===== src/rtl/board_row_arbiter.sv =====
`default_nettype none
// +---------------------------------------------------------------------------+
// | board_row_arbiter: shares one board RAM between display row fetches and   |
// | single-cell game-logic accesses.                      Revision: 1.0       |
// +---------------------------------------------------------------------------+
module board_row_arbiter #(
  parameter int BOARD_W = 10,
  parameter int BOARD_H = 20,
  parameter int CELL_W  = 16
) (
  input  logic                           Clk,
  input  logic                           reset,
  input  logic                           LD_Row,
  input  logic [7:0]                     rowNum,
  output logic [BOARD_W-1:0][CELL_W-1:0] Row,
  output logic                           rowReady,
  input  logic                           game_req,
  input  logic                           game_we,
  input  logic [3:0]                     game_x,
  input  logic [4:0]                     game_y,
  input  logic [CELL_W-1:0]              game_wdata,
  output logic                           game_gnt,
  output logic                           game_ack,
  output logic [CELL_W-1:0]              game_rdata,
  output logic                           game_err,
  output logic [7:0]                     mem_addr,
  output logic                           mem_we,
  output logic [CELL_W-1:0]              mem_wdata,
  input  logic [CELL_W-1:0]              mem_rdata
);

  localparam int             CW         = $clog2(BOARD_W + 1);
  localparam logic [CW-1:0]  c_col_last = CW'(BOARD_W);
  localparam logic [7:0]     c_w8       = 8'(BOARD_W);
  localparam logic [7:0]     c_h8       = 8'(BOARD_H);

  typedef enum logic [1:0] {
    IDLE     = 2'd0,
    DISP_RD  = 2'd1,
    GAME_OP  = 2'd2,
    GAME_ACK = 2'd3
  } state_t;

  state_t                           state_q, state_d;
  logic                             ld_q;
  logic                             armed_q;
  logic                             pend_q, pend_d;
  logic [7:0]                       pend_row_q, pend_row_d;
  logic [7:0]                       row_num_q, row_num_d;
  logic                             row_ok_q, row_ok_d;
  logic [CW-1:0]                    col_q, col_d;
  logic                             ready_q, ready_d;
  logic                             op_we_q, op_we_d;
  logic                             op_err_q, op_err_d;
  logic [BOARD_W-1:0][CELL_W-1:0]   row_q;

  logic                             w_ld_edge;
  logic                             w_capture;
  logic [7:0]                       w_start_row;
  logic [7:0]                       w_disp_addr;
  logic [7:0]                       w_game_addr;
  logic                             w_game_ok;

  // armed_q ignores an LD_Row level that was already high when reset released
  assign w_ld_edge   = LD_Row & ~ld_q & armed_q;
  assign w_disp_addr = row_num_q * c_w8 + 8'(col_q);
  assign w_game_addr = 8'(game_y) * c_w8 + 8'(game_x);
  assign w_game_ok   = (8'(game_x) < c_w8) && (8'(game_y) < c_h8);

  assign Row      = row_q;
  assign rowReady = ready_q;

  always_ff @(posedge Clk or negedge reset) begin
    if (!reset) begin
      state_q    <= IDLE;
      ld_q       <= 1'b0;
      armed_q    <= 1'b0;
      pend_q     <= 1'b0;
      pend_row_q <= '0;
      row_num_q  <= '0;
      row_ok_q   <= 1'b0;
      col_q      <= '0;
      ready_q    <= 1'b0;
      op_we_q    <= 1'b0;
      op_err_q   <= 1'b0;
    end else begin
      state_q    <= state_d;
      ld_q       <= LD_Row;
      armed_q    <= armed_q | ~LD_Row;
      pend_q     <= pend_d;
      pend_row_q <= pend_row_d;
      row_num_q  <= row_num_d;
      row_ok_q   <= row_ok_d;
      col_q      <= col_d;
      ready_q    <= ready_d;
      op_we_q    <= op_we_d;
      op_err_q   <= op_err_d;
    end
  end

  // Cell k lands at the edge that ends the cycle with col_q == k+1
  always_ff @(posedge Clk or negedge reset) begin
    if (!reset) begin
      row_q <= '0;
    end else if (w_capture) begin
      for (int k = 0; k < BOARD_W; k++) begin
        if (col_q == CW'(k + 1)) begin
          row_q[k] <= row_ok_q ? mem_rdata : '0;
        end
      end
    end
  end

  always_comb begin
    state_d     = state_q;
    pend_d      = pend_q;
    pend_row_d  = pend_row_q;
    row_num_d   = row_num_q;
    row_ok_d    = row_ok_q;
    col_d       = col_q;
    ready_d     = ready_q;
    op_we_d     = op_we_q;
    op_err_d    = op_err_q;
    w_start_row = rowNum;
    w_capture   = 1'b0;
    game_gnt    = 1'b0;
    game_ack    = 1'b0;
    game_err    = 1'b0;
    game_rdata  = '0;
    mem_addr    = '0;
    mem_we      = 1'b0;
    mem_wdata   = '0;

    if (state_q != IDLE && w_ld_edge) begin
      pend_d     = 1'b1;
      pend_row_d = rowNum;
    end

    case (state_q)
      IDLE: begin
        if (w_ld_edge || pend_q) begin
          w_start_row = w_ld_edge ? rowNum : pend_row_q;
          row_num_d   = w_start_row;
          row_ok_d    = (w_start_row < c_h8);
          ready_d     = 1'b0;
          col_d       = '0;
          pend_d      = 1'b0;
          state_d     = DISP_RD;
        end else if (game_req) begin
          state_d = GAME_OP;
        end
      end
      DISP_RD: begin
        if (row_ok_q && col_q != c_col_last) begin
          mem_addr = w_disp_addr;
        end
        w_capture = (col_q != '0);
        if (col_q == c_col_last) begin
          ready_d = 1'b1;
          col_d   = '0;
          state_d = IDLE;
        end else begin
          col_d = col_q + CW'(1);
        end
      end
      GAME_OP: begin
        game_gnt = 1'b1;
        if (w_game_ok) begin
          mem_addr  = w_game_addr;
          mem_we    = game_we;
          mem_wdata = game_wdata;
        end
        op_we_d  = game_we;
        op_err_d = ~w_game_ok;
        state_d  = GAME_ACK;
      end
      GAME_ACK: begin
        game_ack = 1'b1;
        game_err = op_err_q;
        if (!op_we_q && !op_err_q) begin
          game_rdata = mem_rdata;
        end
        state_d = IDLE;
      end
      default: state_d = IDLE;
    endcase
  end

endmodule
`default_nettype wire


===== config.mk =====
export PLATFORM = sky130hd
export DESIGN_NAME = board_row_arbiter
export DESIGN_NICKNAME = d
export VERILOG_FILES = /design/src/rtl/board_row_arbiter.sv
export SDC_FILE = /design/constraint.sdc
export NUM_CORES = 1
export LEC_CHECK = 0
export BUFFER_PORTS_ARGS = -buffer_cell sky130_fd_sc_hd__buf_2
export CAP_MARGIN = 20
export CORE_AREA = 2 2 133 135
export CTS_BUF_LIST = sky130_fd_sc_hd__clkbuf_8
export CTS_CLUSTER_DIAMETER = 60
export CTS_CLUSTER_SIZE = 28
export DETAILED_ROUTE_END_ITERATION = 12
export DIE_AREA = 0 0 135 137
export PLACE_DENSITY = 0.77
export SYNTH_ARGS = -nofsm -noshare
export SYNTH_HDL_FRONTEND = slang
export SYNTH_SLANG_ARGS = --single-unit

===== constraint.sdc =====
create_clock -name Clk -period 2.5 [get_ports Clk]
set_input_delay 0.375 -clock Clk [delete_from_list [all_inputs] [get_ports Clk]]
set_output_delay 0.375 -clock Clk [all_outputs]
set_load 0.02 [all_outputs]

Word-level counts from Yosys, hierarchy flattened
Cells that the tools add are included.
- word-level logic and storage cells: 105
- output and inout bits: 205
- input bits: 54
- register bits: 189
- mux-type cells: 28
- add/subtract/negate cells: 3
- reduce and logical (&&, ||, !) cells: 25
- eq/ne operators: 17
- order comparisons: 3
- bitwise gates (word level): 6
- multiply operators: 2
- operators by type and width (operator ; count):
    16-bit 2-to-1 mux ; 5
    2-bit AND reduction ; 13
    8-bit 2-to-1 mux ; 3
    8-bit by 4-bit adder with 8-bit output ; 2
    4-bit by 3-bit == test with 1-bit output (second input constant) ; 4
    8-bit one-hot mux with 2 select lines ; 1
    4-bit == test (second input constant) ; 3
    1-bit 2-to-1 mux ; 11
    4-bit by 2-bit == test with 1-bit output (second input constant) ; 2
    8-bit by 5-bit < comparator with 1-bit output (second input constant) ; 1
    8-bit by 3-bit multiplier with 7-bit output (second input constant) ; 1
    4-bit 2-to-1 mux ; 2
    2-bit one-hot mux with 4 select lines ; 1
    4-bit one-hot mux with 2 select lines ; 1
    5-bit by 3-bit multiplier with 7-bit output (second input constant) ; 1
    2-bit 2-to-1 mux ; 3
    5-bit < comparator (second input constant) ; 1
    4-bit by 1-bit adder with 4-bit output (second input constant) ; 1
    2-bit == test (second input constant) ; 2
    4-bit by 1-bit == test with 1-bit output (second input constant) ; 1
    1-bit logical AND ; 4
    4-bit < comparator (second input constant) ; 1
    2-bit != test (second input constant) ; 2
    4-bit != test (second input constant) ; 1
    other kinds (12) ; 17

Depth between registers and ports, before layout
- depth after elaboration: 7
- mapped depth: 8
- gate-level depth less buffers: 8

Worst setup path after synthesis
Ideal clock, no wire load.
- kind: input port to output port
- start: input port game_y[1]
- end: output port mem_addr[7]
- path slack: -314 ps
- arrival time: 2439 ps
- stages on the path: 8
- cell sequence: ha_1 ha_1 fa_1 xor2_1 nand4b_1 xor2_1 xnor2_1 o32ai_1
- longest elaborated chain between the ends: 4
- ends and longest elaborated chain (what ; RTL line ; text):
    start: declaration ; 20 ; input logic [4:0] game_y,
    5-bit by 3-bit multiplier with 7-bit output / 5-bit < comparator (equally long branches) ; 67, 68 ;
    8-bit by 4-bit adder with 8-bit output / 1-bit logical AND (equally long branches) ; 67, 68 ;
    8-bit 2-to-1 mux (*) ; 168 ; if (w_game_ok) begin
    8-bit one-hot mux with 2 select lines (*) ; 139 ; case (state_q)
    end: declaration ; 26 ; output logic [7:0] mem_addr,
Mark *: on every way between the ends. The rest lies on a longest branch, timed or not.

Worst setup path after layout
- start: register row_num_q[1]
- end: output port mem_addr[7]
- longest elaborated chain between the ends: 4
- ends and longest elaborated chain (what ; RTL line ; text):
    start: declaration ; 49 ; logic [7:0] row_num_q, row_num_d;
    start signal: assignment ; 92 ; row_num_q <= row_num_d;
    8-bit by 3-bit multiplier with 7-bit output ; 66 ; assign w_disp_addr = row_num_q * c_w8 + 8'(col_q);
    8-bit by 4-bit adder with 8-bit output ; 66 ;
    8-bit 2-to-1 mux ; 154 ; if (row_ok_q && col_q != c_col_last) begin
    8-bit one-hot mux with 2 select lines ; 139 ;
No other way between the ends.

==> run_results.csv <==
group,metric,value,unit
finish,final_nets,1153,
detailed_routing,drt-initial-drc-count,358,
finish,drive_above_1_share,35.2,%
sta,finalSetupViolations,6,
clocking,numCtsBuffers,17,
sta,timing.final.ws_setup,-444,ps
critical_path,start_kind,"flip-flop",
critical_path,path_class,"flip-flop to primary output",
finish,final_area,10400,um2
detailed_routing,drc,0,
critical_path,r2r-end,"Row[43]",
placement,place_congestion,0.802,
logic_synthesis,ys.flop_type,"dfrtp_1",
power,power_leakage,0.00514,uW
logic_synthesis,syn_nets,867,
run_status,status,"finished with violations",
detailed_routing,ant_nets,0,
clocking,clkLatencyLatePin,460,ps
hold_path,hp-class,"input pin to flip-flop",
hold_path,min-delay-start,"LD_Row",
clocking,cts_max_level,4,
sta,relSlewSlack,59.3,%
die,dieArea,18500,um2
power,power_density,1090,nW/um2
power,finalPower,11400,uW
detailed_routing,wl_per_cell,16.7,um
sta,post-route-min-period,2940,ps
placement,portBuffers,258,
die,die_y,137,um
logic_synthesis,yosysWarningCount,0,
detailed_routing,drtPass1Iterations,5,
logic_synthesis,synth-edff-count,0,
sta,period_share,118,%
sta,fin_skew,13.5,ps
sta,worst_pin_slew,609,ps
grt,grt_usage,23.4,%
placement,place_hpwl,15600,um
logic_synthesis,yosys_register_bits,188,
flow_run,maxCapViolations,0,
placement,place_area,9670,um2
clocking,cts_tree,"yes",
finish,final_cell_mix,"249 x buf_2, 191 x nand2_1, 186 x dfrtp_1, 172 x o21ai_0, 50 x buf_4",
logic_synthesis,netlist_area,7910,um2
power,ir_worst_vdd,0.670,mV
sta,max_freq,340,MHz
clocking,clockBufferDepth,2,
logic_synthesis,synth.avg_cell_area,10.1,um2
die,fp.coreArea,17100,um2
grt,grt_pass1_vias,6137,
logic_synthesis,syn_inst,783,
critical_path,crit_end,"mem_addr[7]",
critical_path,crit_start,"row_num_q[1]",
finish,final_common_cell,"buf_2",
die,pin_count,259,
grt,grt-ovfl-total,0,
critical_path,arrival,2570,ps
grt,grt_pass1_wl,33100,um
sta,hold_viol_final,0,
detailed_routing,viasPerCell,5.05,
logic_synthesis,synth-seq-area-share,59.5,%
critical_path,rrSetupSlack,490,ps
critical_path,cp.required,2120,ps
critical_path,end_kind,"primary output",
grt,grt_start_max_net_pins,62,
sta,drv_slew,0,
die,start_util,46.4,%
die,die-width,135,um
clocking,cts-root-buf,"clkbuf_8",
run_status,violations,"negative setup slack",
sta,rsz0062_at_grt,"yes",
logic_synthesis,ys_async_sr_fraction,100,%
grt,antenna_found_initial,0,
clocking,cts.sinks,188,
die,rows,48,
finish,area_growth,31.6,%
detailed_routing,drt_wl_total,21900,um
clocking,clk_pin_slew,90,ps
critical_path,worstPathMaxFanout,3,
logic_synthesis,yosys.cell_types.count,43,
detailed_routing,vias,6599,
critical_path,r2r-start,"state_q[1]",
critical_path,rr_worst_depth,8,
-- final cells by class --
| cell class | instances | area, um2 |
|---|---|---|
| fill | 1445 | 6640 |
| antenna | 1 | 2.50 |
| tap | 225 | 282 |
| clock inverter | 13 | 168 |
| sequential | 188 | 4710 |
| clock buffer | 18 | 248 |
| inverter | 5 | 18.8 |
| timing repair buffer | 309 | 1760 |
| multi-input combinational | 548 | 3230 |
-- worst max-delay path, stage by stage, from the launching register on --
cell and delay [ps]:
dfrtp_1 420, ha_4 270, ha_4 160, fa_2 550, nand4_1 120, xnor2_1 150, xnor2_1 200, o32ai_2 100
buf_4 170
-- flip-flops by register name, summed over array words and instances, names as in the netlist --
name and flops:
row_ok_q 1, col_q 4, pend_q 1, armed_q 1
op_err_q 1, rowReady 1, state_q 2, ld_q 1
op_we_q 1, row_num_q 7, pend_row_q 8, Row 160
-- where the power goes --
| group | internal, uW | switching (uW) | total [uW] |
|---|---|---|---|
| Clock | 961 | 1150 | 2110 |
| Combinational | 2040 | 3060 | 5100 |
| Sequential | 3760 | 431 | 4190 |
| Total | 6760 | 4640 | 11400 |
-- worst min-delay path by stage --
stage / endpoint / slack [ps] / cells past startpoint
final: ld_q / 80 / 1
after detailed placement: Row[146] / 390 / 1
after floorplan: Row[0] / 80 / 0
after global routing: ld_q / 30 / 1
after CTS: ld_q / 40 / 1
after global placement: Row[146] / 390 / 1
-- what timing repair did --
action	in CTS	in global routing
endpoints found under the hold margin	58	0
setup buffers	1	13
hold buffers	1	0
pin swaps	12	18
endpoints found under the setup margin	24	25
resized for setup	23	19
-- cells in the mapped netlist (2+ instances only) --
master      n  area share [%]
o22ai_1     8            0.63
and2b_1     2            0.19
clkbuf_1   36             1.7
nor3b_1     2            0.19
fa_1        4             1.0
nor2b_1     2            0.16
a22o_1      3            0.33
a22oi_1     8            0.76
nand2b_1    2            0.16
nor3_1      2            0.13
nand3_1     6            0.38
nand3b_1    2            0.19
buf_2       5            0.32
a21oi_1    14            0.89
xnor2_1     8            0.89
nand2_1   192             9.1
nor2_1     20            0.95
ha_1       26             4.1
dfrtp_1   188              59
a21o_1      6            0.57
inv_1       5            0.24
o21ai_0   173              11
mux2_2      9             1.3
and2_1     34             2.7
xor2_1      6            0.66
nand4b_1    2            0.22
nor4b_1     2            0.22
-- cells by family (layout without fill, tap and decap cells) --
| family | Yosys count | in the layout | share of synthesized area, % |
|---|---|---|---|
| simple gates | 275 | 275 | 15.3 |
| compound gates | 219 | 219 | 14.8 |
| flops | 188 | 188 | 59.5 |
| buf+inv | 47 | 345 | 2.36 |
| fa+ha+maj | 30 | 30 | 5.12 |
| xor+xnor | 14 | 14 | 1.55 |
| mux | 10 | 10 | 1.41 |
| other cells | 0 | 1 | 0 |
-- per-layer routing --
layer  up-vias  wire, um  track usage [%]
met5         -         0                0
met4         0       342             7.64
met3        26      1280             4.48
met2       239     10700             38.5
met1      3116      9560             31.6
li1       3218         -                -
-- metrics by stage --
| stage | setup slack (ps) | TNS, ps | utilization [%] | hold WS (ps) | instances |
|---|---|---|---|---|---|
| global placement | -214 | -398 | 56.7 | 391 | 1260 |
| detailed placement | -304 | -510 | 56.7 | 393 | 1260 |
| floorplan | -12.1 | -12.1 | - | 79.4 | 783 |
| global route | -618 | -2290 | 61.1 | 32.4 | 1306 |
| finish | -444 | -1490 | 61.1 | 78.5 | 1307 |
| CTS | -523 | -1510 | 59.9 | 36.5 | 1293 |
No activity file was read; power rests on OpenSTA's default activity.
